## src/rtl/clk_int_div_sync.sv

```systemverilog
// -----------------------------------------------------------------------------
// clk_int_div_sync : runtime-programmable integer clock divider with
// glitch-free divisor switching.
//
// Ports
//   clk_i         source clock (only clock of the block)
//   rst_ni        synchronous active-low reset, sampled on rising clk_i
//   en_i          output enable; low parks clk_o low at a period boundary
//   test_mode_i   forces clk_o = clk_i, ungated (DFT bypass)
//   div_i         new divisor (0 and 1 select bypass)
//   div_valid_i   div_i valid
//   div_ready_o   divisor accepted this cycle when high together with valid
//   clk_o         divided or bypassed clock
//   cycl_count_o  current cycle counter value (debug)
//
// Build option
//   ODD_DUTY50_EN  when defined, odd divisors >= 3 get a 50% duty cycle by
//                  OR-ing in a copy of the divided clock delayed by half a
//                  source period (falling-edge flop).
//
// The tc_clk_* modules below are the technology clock cells; everything on
// the clk_o path goes through them.
// -----------------------------------------------------------------------------

module tc_clk_gating (
    input  logic clk_i,
    input  logic en_i,
    input  logic test_en_i,
    output logic clk_o
);
    logic en_latch_s;

    // Enable latch, transparent while clk_i is low
    always_latch begin
        if (!clk_i) begin
            en_latch_s <= en_i | test_en_i;
        end
    end

    assign clk_o = clk_i & en_latch_s;
endmodule

module tc_clk_mux2 (
    input  logic clk0_i,
    input  logic clk1_i,
    input  logic clk_sel_i,
    output logic clk_o
);
    assign clk_o = clk_sel_i ? clk1_i : clk0_i;
endmodule

module tc_clk_inverter (
    input  logic clk_i,
    output logic clk_o
);
    assign clk_o = ~clk_i;
endmodule

module clk_int_div_sync #(
    parameter int unsigned DIV_WIDTH   = 8,
    parameter int unsigned DEFAULT_DIV = 1
) (
    input  logic                 clk_i,
    input  logic                 rst_ni,
    input  logic                 en_i,
    input  logic                 test_mode_i,
    input  logic [DIV_WIDTH-1:0] div_i,
    input  logic                 div_valid_i,
    output logic                 div_ready_o,
    output logic                 clk_o,
    output logic [DIV_WIDTH-1:0] cycl_count_o
);
    typedef enum logic [1:0] {
        ST_RUN   = 2'd0,
        ST_DRAIN = 2'd1,
        ST_HOLD  = 2'd2
    } state_e;

    localparam logic [DIV_WIDTH-1:0] ZERO_C        = {DIV_WIDTH{1'b0}};
    localparam logic [DIV_WIDTH-1:0] ONE_C         = {{(DIV_WIDTH-1){1'b0}}, 1'b1};
    localparam logic [DIV_WIDTH-1:0] DEFAULT_DIV_C = DEFAULT_DIV[DIV_WIDTH-1:0];
    localparam logic                 DEFAULT_BYP_C = (DEFAULT_DIV < 2);

    state_e                 state_r, state_nxt_s;
    logic                   hold_cnt_r, hold_cnt_nxt_s;
    logic [DIV_WIDTH-1:0]   div_r, div_pend_r, cnt_r, cnt_nxt_s;
    logic                   pend_valid_r, sel_bypass_r, div_clk_r, ready_r;
    logic                   accept_s, apply_s, div_clk_nxt_s, icg_en_s;
    logic [DIV_WIDTH-1:0]   div_m1_s, half_s;
    logic                   gated_clk_s, div_path_s;

    assign accept_s = div_valid_i & ready_r;
    // Pending divisor lands on the second HOLD edge; both mux inputs are low then.
    assign apply_s  = (state_r == ST_HOLD) && (hold_cnt_r == 1'b0);
    assign div_m1_s = div_r - ONE_C;
    assign half_s   = div_r >> 1;
    // Bypass clock passes only in RUN; DRAIN drops it at once.
    assign icg_en_s = (state_r == ST_RUN) && sel_bypass_r;

    // Next-state, counter and divided-clock computation
    always_comb begin
        state_nxt_s    = state_r;
        hold_cnt_nxt_s = hold_cnt_r;
        case (state_r)
            ST_RUN: begin
                if (accept_s || !en_i) begin
                    state_nxt_s = ST_DRAIN;
                end else begin
                    state_nxt_s = ST_RUN;
                end
            end
            ST_DRAIN: begin
                // Divide mode leaves at the last low cycle of the period.
                if (sel_bypass_r || (cnt_r == div_m1_s)) begin
                    state_nxt_s    = ST_HOLD;
                    hold_cnt_nxt_s = 1'b0;
                end else begin
                    state_nxt_s = ST_DRAIN;
                end
            end
            ST_HOLD: begin
                if (hold_cnt_r == 1'b0) begin
                    hold_cnt_nxt_s = 1'b1;
                end else if (en_i) begin
                    state_nxt_s = ST_RUN;
                end else begin
                    state_nxt_s = ST_HOLD;
                end
            end
            default: begin
                state_nxt_s    = ST_HOLD;
                hold_cnt_nxt_s = 1'b0;
            end
        endcase

        if (sel_bypass_r || (state_r == ST_HOLD)) begin
            cnt_nxt_s = ZERO_C;
        end else if (cnt_r == div_m1_s) begin
            cnt_nxt_s = ZERO_C;
        end else begin
            cnt_nxt_s = cnt_r + ONE_C;
        end

        div_clk_nxt_s = (state_nxt_s != ST_HOLD) && !sel_bypass_r && (cnt_nxt_s < half_s);
    end

    // Control and datapath registers
    always_ff @(posedge clk_i) begin
        if (!rst_ni) begin
            state_r      <= ST_HOLD;
            hold_cnt_r   <= 1'b0;
            div_r        <= DEFAULT_DIV_C;
            div_pend_r   <= ZERO_C;
            pend_valid_r <= 1'b0;
            sel_bypass_r <= DEFAULT_BYP_C;
            cnt_r        <= ZERO_C;
            div_clk_r    <= 1'b0;
            ready_r      <= 1'b0;
        end else begin
            state_r    <= state_nxt_s;
            hold_cnt_r <= hold_cnt_nxt_s;
            cnt_r      <= cnt_nxt_s;
            div_clk_r  <= div_clk_nxt_s;
            ready_r    <= (state_nxt_s == ST_RUN);
            if (accept_s) begin
                div_pend_r   <= div_i;
                pend_valid_r <= 1'b1;
            end else if (apply_s && pend_valid_r) begin
                div_r        <= div_pend_r;
                sel_bypass_r <= (div_pend_r < 2'd2);
                pend_valid_r <= 1'b0;
            end else begin
                pend_valid_r <= pend_valid_r;
            end
        end
    end

    tc_clk_gating u_icg (
        .clk_i     (clk_i),
        .en_i      (icg_en_s),
        .test_en_i (test_mode_i),
        .clk_o     (gated_clk_s)
    );

`ifdef ODD_DUTY50_EN
    logic clk_inv_s, div_clk_neg_r, odd_s;

    assign odd_s = div_r[0] & ~sel_bypass_r;

    tc_clk_inverter u_inv (
        .clk_i (clk_i),
        .clk_o (clk_inv_s)
    );

    // Half-period delayed copy of the divided clock, only for odd divisors
    always_ff @(posedge clk_inv_s) begin
        if (!rst_ni) begin
            div_clk_neg_r <= 1'b0;
        end else begin
            div_clk_neg_r <= div_clk_r & odd_s;
        end
    end

    // Clock OR from a mux cell: select the constant-1 leg while div_clk_r is high.
    tc_clk_mux2 u_or (
        .clk0_i    (div_clk_neg_r),
        .clk1_i    (1'b1),
        .clk_sel_i (div_clk_r),
        .clk_o     (div_path_s)
    );
`else
    assign div_path_s = div_clk_r;
`endif

    tc_clk_mux2 u_out_mux (
        .clk0_i    (div_path_s),
        .clk1_i    (gated_clk_s),
        .clk_sel_i (sel_bypass_r | test_mode_i),
        .clk_o     (clk_o)
    );

    assign div_ready_o  = ready_r;
    assign cycl_count_o = cnt_r;
endmodule

```

## config.mk

```make
export PLATFORM = sky130hd
export DESIGN_NAME = clk_int_div_sync
export DESIGN_NICKNAME = d
export VERILOG_FILES = /design/src/rtl/clk_int_div_sync.sv
export SDC_FILE = /design/constraint.sdc
export NUM_CORES = 1
export LEC_CHECK = 0
export CELL_PAD_IN_SITES_DETAIL_PLACEMENT = 0
export CELL_PAD_IN_SITES_GLOBAL_PLACEMENT = 1
export CORE_ASPECT_RATIO = 0.5
export CORE_UTILIZATION = 36
export DETAILED_ROUTE_END_ITERATION = 12
export MAX_ROUTING_LAYER = met4
export PLACE_DENSITY = 0.79
export SKIP_LAST_GASP = 1
export SLEW_MARGIN = 20
export SYNTH_ARGS = -nofsm -noshare
export SYNTH_HDL_FRONTEND = slang
export SYNTH_HIERARCHICAL = 1
export SYNTH_SLANG_ARGS = --single-unit
```

## constraint.sdc

```tcl
create_clock -name clk_i -period 3 [get_ports clk_i]
set_input_delay 0.6 -clock clk_i [delete_from_list [all_inputs] [get_ports clk_i]]
set_output_delay 0.6 -clock clk_i [all_outputs]
set_load 0.005 [all_outputs]
```

==> results of run 1 <==
## worst max-delay path, stage by stage, from the launching register on
cell and delay, ps:
dlxtn_1 250, and2_1 120, mux2_4 260, buf_6 110
## per-layer routing
layer	vias to the layer above	track usage, %	wire (um)
li1	763	-	-
met1	651	22.6	2060
met2	26	23.9	1410
met3	7	7.66	170
met4	0	8.46	40
met5	-	-	0
## power breakdown
part           internal (W)  switching, W
clock network      0.000360      0.000194
logic             0.0000432     0.0000337
registers          0.000432    0.00000921
total              0.000835      0.000237
## metrics by stage
step           setup TNS (ps)  hold WS [ps]
2_1_floorplan               0           441
3_3_place_gp             -182           469
3_5_place_dp             -292           473
4_1_cts                  -269           482
5_1_grt                  -468           517
6_report                 -255           486
## repair_timing
action,CTS,global route
gates resized for setup,8,0
buffers inserted,2,0
pin swaps,7,1
endpoints found under the setup margin,3,3
## kinds of logic (layout without fill, tap and decap cells)
kind of cell               Yosys count  in the layout  synth area share [%]
AOI/OAI and AO/OA                   32             32                  13.8
xor gates and xnor gates            14             14                  7.25
adders and majority gates            8              8                  5.92
buffers and inverters               18             60                  4.51
DFF                                 31             31                  36.7
latches                              1              1                 0.887
muxes                                9              9                  5.62
and+or+nand+nor                     86             86                  25.4
## sequential cells by signal, summed over array words and instances, names as in the netlist
name / cells
cycl_count_o: 8
div_pend_r: 8
div_r: 8
state_r: 2
div_clk_r: 1
div_ready_o: 1
hold_cnt_r: 1
pend_valid_r: 1
sel_bypass_r: 1
u_icg/en_latch_s: 1
## layout by cell type, fill, tap and decap left out, types with 2 or more instances in the layout
master	instances
or2_2	2
nor3_1	5
dfxtp_2	2
nand3_1	6
o211ai_1	3
inv_1	11
nor2b_1	8
mux2i_1	8
xnor2_1	6
a21oi_1	6
clkdlybuf4s50_1	21
and2_1	4
clkbuf_8	8
buf_4	16
nor2_1	20
a211o_1	3
a21boi_0	9
o21ai_0	3
and3_1	4
xor2_1	8
dfxtp_1	29
nand2_1	25
nand4_1	3
ha_1	7
nand2b_1	2
## final cells by class
cell class	count	area [um2]	area share (%)
well taps	57	71.3	3.19
repair buffers	37	330	14.8
multi-input cells	149	996	44.5
clock buffers	10	125	5.59
flip-flops and latches	32	638	28.5
clock inverters	2	35.0	1.57
inverters	11	41.3	1.85
## worst paths after layout
| kind | from | endpoint | slack (ps) | cells past startpoint |
|---|---|---|---|---|
| max reg2reg | div_r[1] | div_clk_r | 40 | 13 |
| min reg2reg | div_pend_r[0] | div_pend_r[0] | 490 | 2 |
| max | u_icg/en_latch_s | clk_o | -250 | 3 |
| min | div_pend_r[0] | div_pend_r[0] | 490 | 2 |
==> metrics.md, run 1 <==
| Metric | Value |
|---|---|
| Status | finished, violations left |
| Failing checks | negative setup slack |
| Clk Latency, worst-skew pair | 390 ps |
| Top post-synthesis cells by area | dfxtp_1 (37%), ha_1 (5.9%), nand2_1 (5.8%) |
| Final Hold Fails | 0 |
| Overall Power | 0.00107 W |
| Cells after DPL | 285 |
| Final #Nets | 261 |
| Core ar. | 4450 um2 |
| Antenna Cells | 0 |
| Post-Route WL | 3690 um |
| WL/cell | 12.4 um |
| Post-DP Area | 2060 um2 |
| Pre-CTS WS | -181 ps |
| Final number of setup-violating endpoints | 2 |
| Filler instances | 421 |
| Synth unique cells | 40 |
| Leading area contributor after synthesis | dfxtp_1 |
| Chip width | 98.9 um |
| Global route overflow | 0 |
| Worst VDD drop | 0.225 mV |
| Via count | 1447 |
| Worst Setup Slack, final | -255 ps |
| Drt first pass iters | 4 |
| Synth cell count leaders | dfxtp_1 (31), nand2_1 (26), nor2_1 (20) |
| Syn nets | 220 |
| Setup crit start kind | latch |
| Largest net degree at the start of global routing | 24 |
| Cell Rows | 17 |
| Fin area | 2240 um2 |
| Worst Setup End Kind | primary output |
| Starting Density | 38.1% |
| GP Congestion | 0.841 |
| Area share of the largest cell type after synthesis | 36.7% |
| Via density per instance | 4.86 |
| Synth Instances | 199 |
| DRT antenna net count | 0 |
| GR Util All Layers | 17.7% |
| Die area | 4990 um2 |
| Vias in the first global route | 1393 |
| DRC errors left | 0 |
| Most common cell in the netlist | dfxtp_1 |
| I/O pin count | 23 |
| Post-synth EDFFs | 0 |
| Setup CP Type | latch -> out |
| Crit-path max FO | 1 |
| Synth Flop Type | dfxtp_1 |
| Yosys warns | 6 |
| Register bit total from synthesis | 32 |
| First-pass GRT wire length | 6320 um |
| RSZ-0062 raised after global routing | true |
| CTS tree | done |
| WP data arrival | 2650 ps |
| Max_slew headroom | 63.0% |
| Die span in y | 50.5 um |
| Syn_area_per_cell | 8.50 um2 |
| Area Overhead vs Synth | 32.2% |
| IO Port Bufs | 22 |
| Iter 0 DRT Violations | 44 |
| Clock skew | 4.45 ps |
| P_leak | 0.920 nW |
| PwrDens | 479 nW/um2 |
| Worst-Margin Slew | 553 ps |
| Core Util, Final | 50.3% |
| Share of cells above drive strength 1 | 15.4% |
| Post-synth ARST share | 0% |
| Post-Syn Area | 1690 um2 |
| Slew Viols, Final | 0 |
| Hpwl dp | 2760 um |
| Req. time, crit path | 2400 ps |
| Max-cap violations | 0 |
| Antenna violations before repair | 0 |
| Hold_buf cts | 0 |
| CTS clk-pin slew, worst paths | 70 ps |
| Non-filler cells, final | 298 |
| Hold Crit Class | reg -> reg |
(Power assumes the default switching activity.)
==> inputs of run 2 (changes only) <==
--- a/config.mk
+++ b/config.mk
@@ -8,10 +8,11 @@
 export CELL_PAD_IN_SITES_DETAIL_PLACEMENT = 0
 export CELL_PAD_IN_SITES_GLOBAL_PLACEMENT = 1
 export CORE_ASPECT_RATIO = 0.5
-export CORE_UTILIZATION = 36
+export CORE_UTILIZATION = 38
+export CTS_BUF_LIST = sky130_fd_sc_hd__clkbuf_2
 export DETAILED_ROUTE_END_ITERATION = 12
 export MAX_ROUTING_LAYER = met4
-export PLACE_DENSITY = 0.79
+export PLACE_DENSITY = 0.82
 export SKIP_LAST_GASP = 1
 export SLEW_MARGIN = 20
 export SYNTH_ARGS = -nofsm -noshare
==> metrics.md, run 2 (synthesized netlist as in run 1, its figures left out) <==
| Metric | Value |
|---|---|
| WL/cell | 13.0 um (+5.1%) |
| Final Hold Fails | 0 (unchanged) |
| CTS clk-pin slew, worst paths | 160 ps (+90 ps) |
| GP Congestion | 0.771 (-8.4%) |
| Worst path slowest cell | dlxtn_1 |
| Post-Route WL | 3810 um (+3.3%) |
| GR Util All Layers | 19.2% (+1.4 points) |
| Commonest non-fill, non-tap cell in the layout | dfxtp_1 |
| Via count | 1465 (+1.2%) |
| Slowest cell delay on critical path | 280 ps (+20 ps) |
| Worst-Margin Slew | 544 ps (-9.13 ps) |
| CP Launch Point | u_icg/en_latch_s |
| Crit-path max FO | 1 (unchanged) |
| Core ar. | 4080 um2 (-8.1%) |
| Clock skew | 18.4 ps (+13.9 ps) |
| Hold Crit Class | reg -> reg |
| Setup CP Type | latch -> out |
| Post-DP Area | 2050 um2 (-0.18%) |
| I/O pin count | 23 (unchanged) |
| CTS tree | done |
| Core Util, Final | 54.0% (+3.7 points) |
| Reg2Reg Launch Point | div_r[1] |
| Max_slew headroom | 63.7% (+0.61 points) |
| Final number of setup-violating endpoints | 2 (unchanged) |
| GR Util met3 | 7.48% (-0.18 points) |
| Req. time, crit path | 2400 ps (about the same) |
| Failing checks | negative setup slack |
| Crit path max-delay family | latches |
| DRC errors left | 0 (unchanged) |
| Vias in the first global route | 1400 (+0.50%) |
| Antenna Cells | 0 (unchanged) |
| Slew Viols, Final | 0 (unchanged) |
| Iter 0 DRT Violations | 62 (+41%) |
| Pre-CTS WS | -179 ps (+2.72 ps) |
| Hpwl dp | 2760 um (-0.22%) |
| Worst VDD drop | 0.220 mV (-2.2%) |
| PwrDens | 366 nW/um2 (-24%) |
| M2 GR Usage | 24.0% (+0.10 points) |
| Chip width | 96.4 um (-2.6%) |
| HP Start | div_pend_r[0] |
| Fin area | 2210 um2 (-1.3%) |
| Starting Density | 41.4% (+3.4 points) |
| DRT antenna net count | 0 (unchanged) |
| Worst Setup End Kind | primary output |
| Setup crit start kind | latch |
| Final #Nets | 259 (-0.77%) |
| Global route overflow | 0 (unchanged) |
| Via density per instance | 5.00 (+3.0%) |
| Antenna violations before repair | 0 (unchanged) |
| First-pass GRT wire length | 6430 um (+1.7%) |
| Filler instances | 390 (-7.4%) |
| Hold_buf cts | 0 (unchanged) |
| P_leak | 0.891 nW (-3.2%) |
| IO Port Bufs | 22 (unchanged) |
| Share of cells above drive strength 1 | 18.0% (+2.6 points) |
| Die span in y | 49.2 um (-2.6%) |
| Busiest layer in global routing | met1 |
| Worst Setup Slack, final | -300 ps (-44.9 ps) |
| WP data arrival | 2700 ps (+50 ps) |
| Die area | 4740 um2 (-5.1%) |
| M1 GR Usage | 26.5% (+3.9 points) |
| Worst-path cell chain | and2_1 > mux2_4 > buf_6 |
| Drt first pass iters | 4 (unchanged) |
| Overall Power | 0.000808 W (-25%) |
| RSZ-0062 raised after global routing | true |
| Most frequent cells in the layout | dfxtp_1 (29), nand2_1 (25), clkdlybuf4s50_1 (21) |
| Status | finished, violations left |
| Max-cap violations | 0 (unchanged) |
| Cell Rows | 16 (-1) |
| Area Overhead vs Synth | 30.5% |
| Clk Latency, worst-skew pair | 470 ps (+80 ps) |
| Worst path bufs/invs | 1 (unchanged) |
| Largest net degree at the start of global routing | 24 (unchanged) |
[run 2: changes by cell type in the layout (fill, tap and decap cells not counted), sizes merged]
cell,delta
clkinvlp,+1
bufinv,-1
buf,-2
[run 2: stage by stage]
stage	setup TNS, ps	hold slack [ps]	std cells
final	-300	495	293
after global routing	-499	535	293
after CTS	-330	498	293
after detailed placement	-265	478	282
after global placement	-177	460	282
after floorplan	0	441	199
[run 2: power breakdown]
part           total [W]  leakage [nW]  switching, W  internal [W]
Combinational  0.0000791         0.574     0.0000353     0.0000439
Sequential      0.000442         0.259    0.00000931      0.000432
Clock           0.000287        0.0575      0.000173      0.000114
[run 2: repair_timing]
action | 4_1_cts | 5_1_grt
hold endpoints to repair | 0 | 0
setup buffers | 0 | 0
setup endpoints to repair | 3 | 3
pin swaps | 4 | 12
gates resized for setup | 9 | 13
[run 2: path summary, 6_finish.rpt]
path,endpoint,cells past startpoint,slack [ps]
setup / recovery,clk_o,3,-300
hold / removal,div_pend_r[0],2,490
setup reg to reg,div_clk_r,13,40
hold reg to reg,div_pend_r[0],2,490
[run 2: per-layer routing]
layer  vias to the layer above  wire (um)
met3                         9        192
met1                       673       2110
met2                        29       1450
met5                         -          0
met4                         0         59
li1                        754          -
[run 2: final cells by class]
| cell class | instances | area [um2] | area share (%) |
|---|---|---|---|
| Inverter | 11 | 41.3 | 1.87 |
| Timing Repair Buffer | 35 | 315 | 14.3 |
| Clock inverter | 2 | 11.3 | 0.510 |
| Multi-Input combinational cell | 149 | 1080 | 48.8 |
| Sequential cell | 32 | 638 | 28.9 |
| Tap cell | 54 | 67.6 | 3.06 |
| Clock buffer | 10 | 56.3 | 2.55 |
[run 2: tightest hold or removal path: cells and delay by family, from the launching register on]
kind | cells | cell delay [ps]
AO/OA/AOI/OAI | 1 | 70
AND/OR/NAND/NOR | 1 | 50
flip-flops | 1 | 350
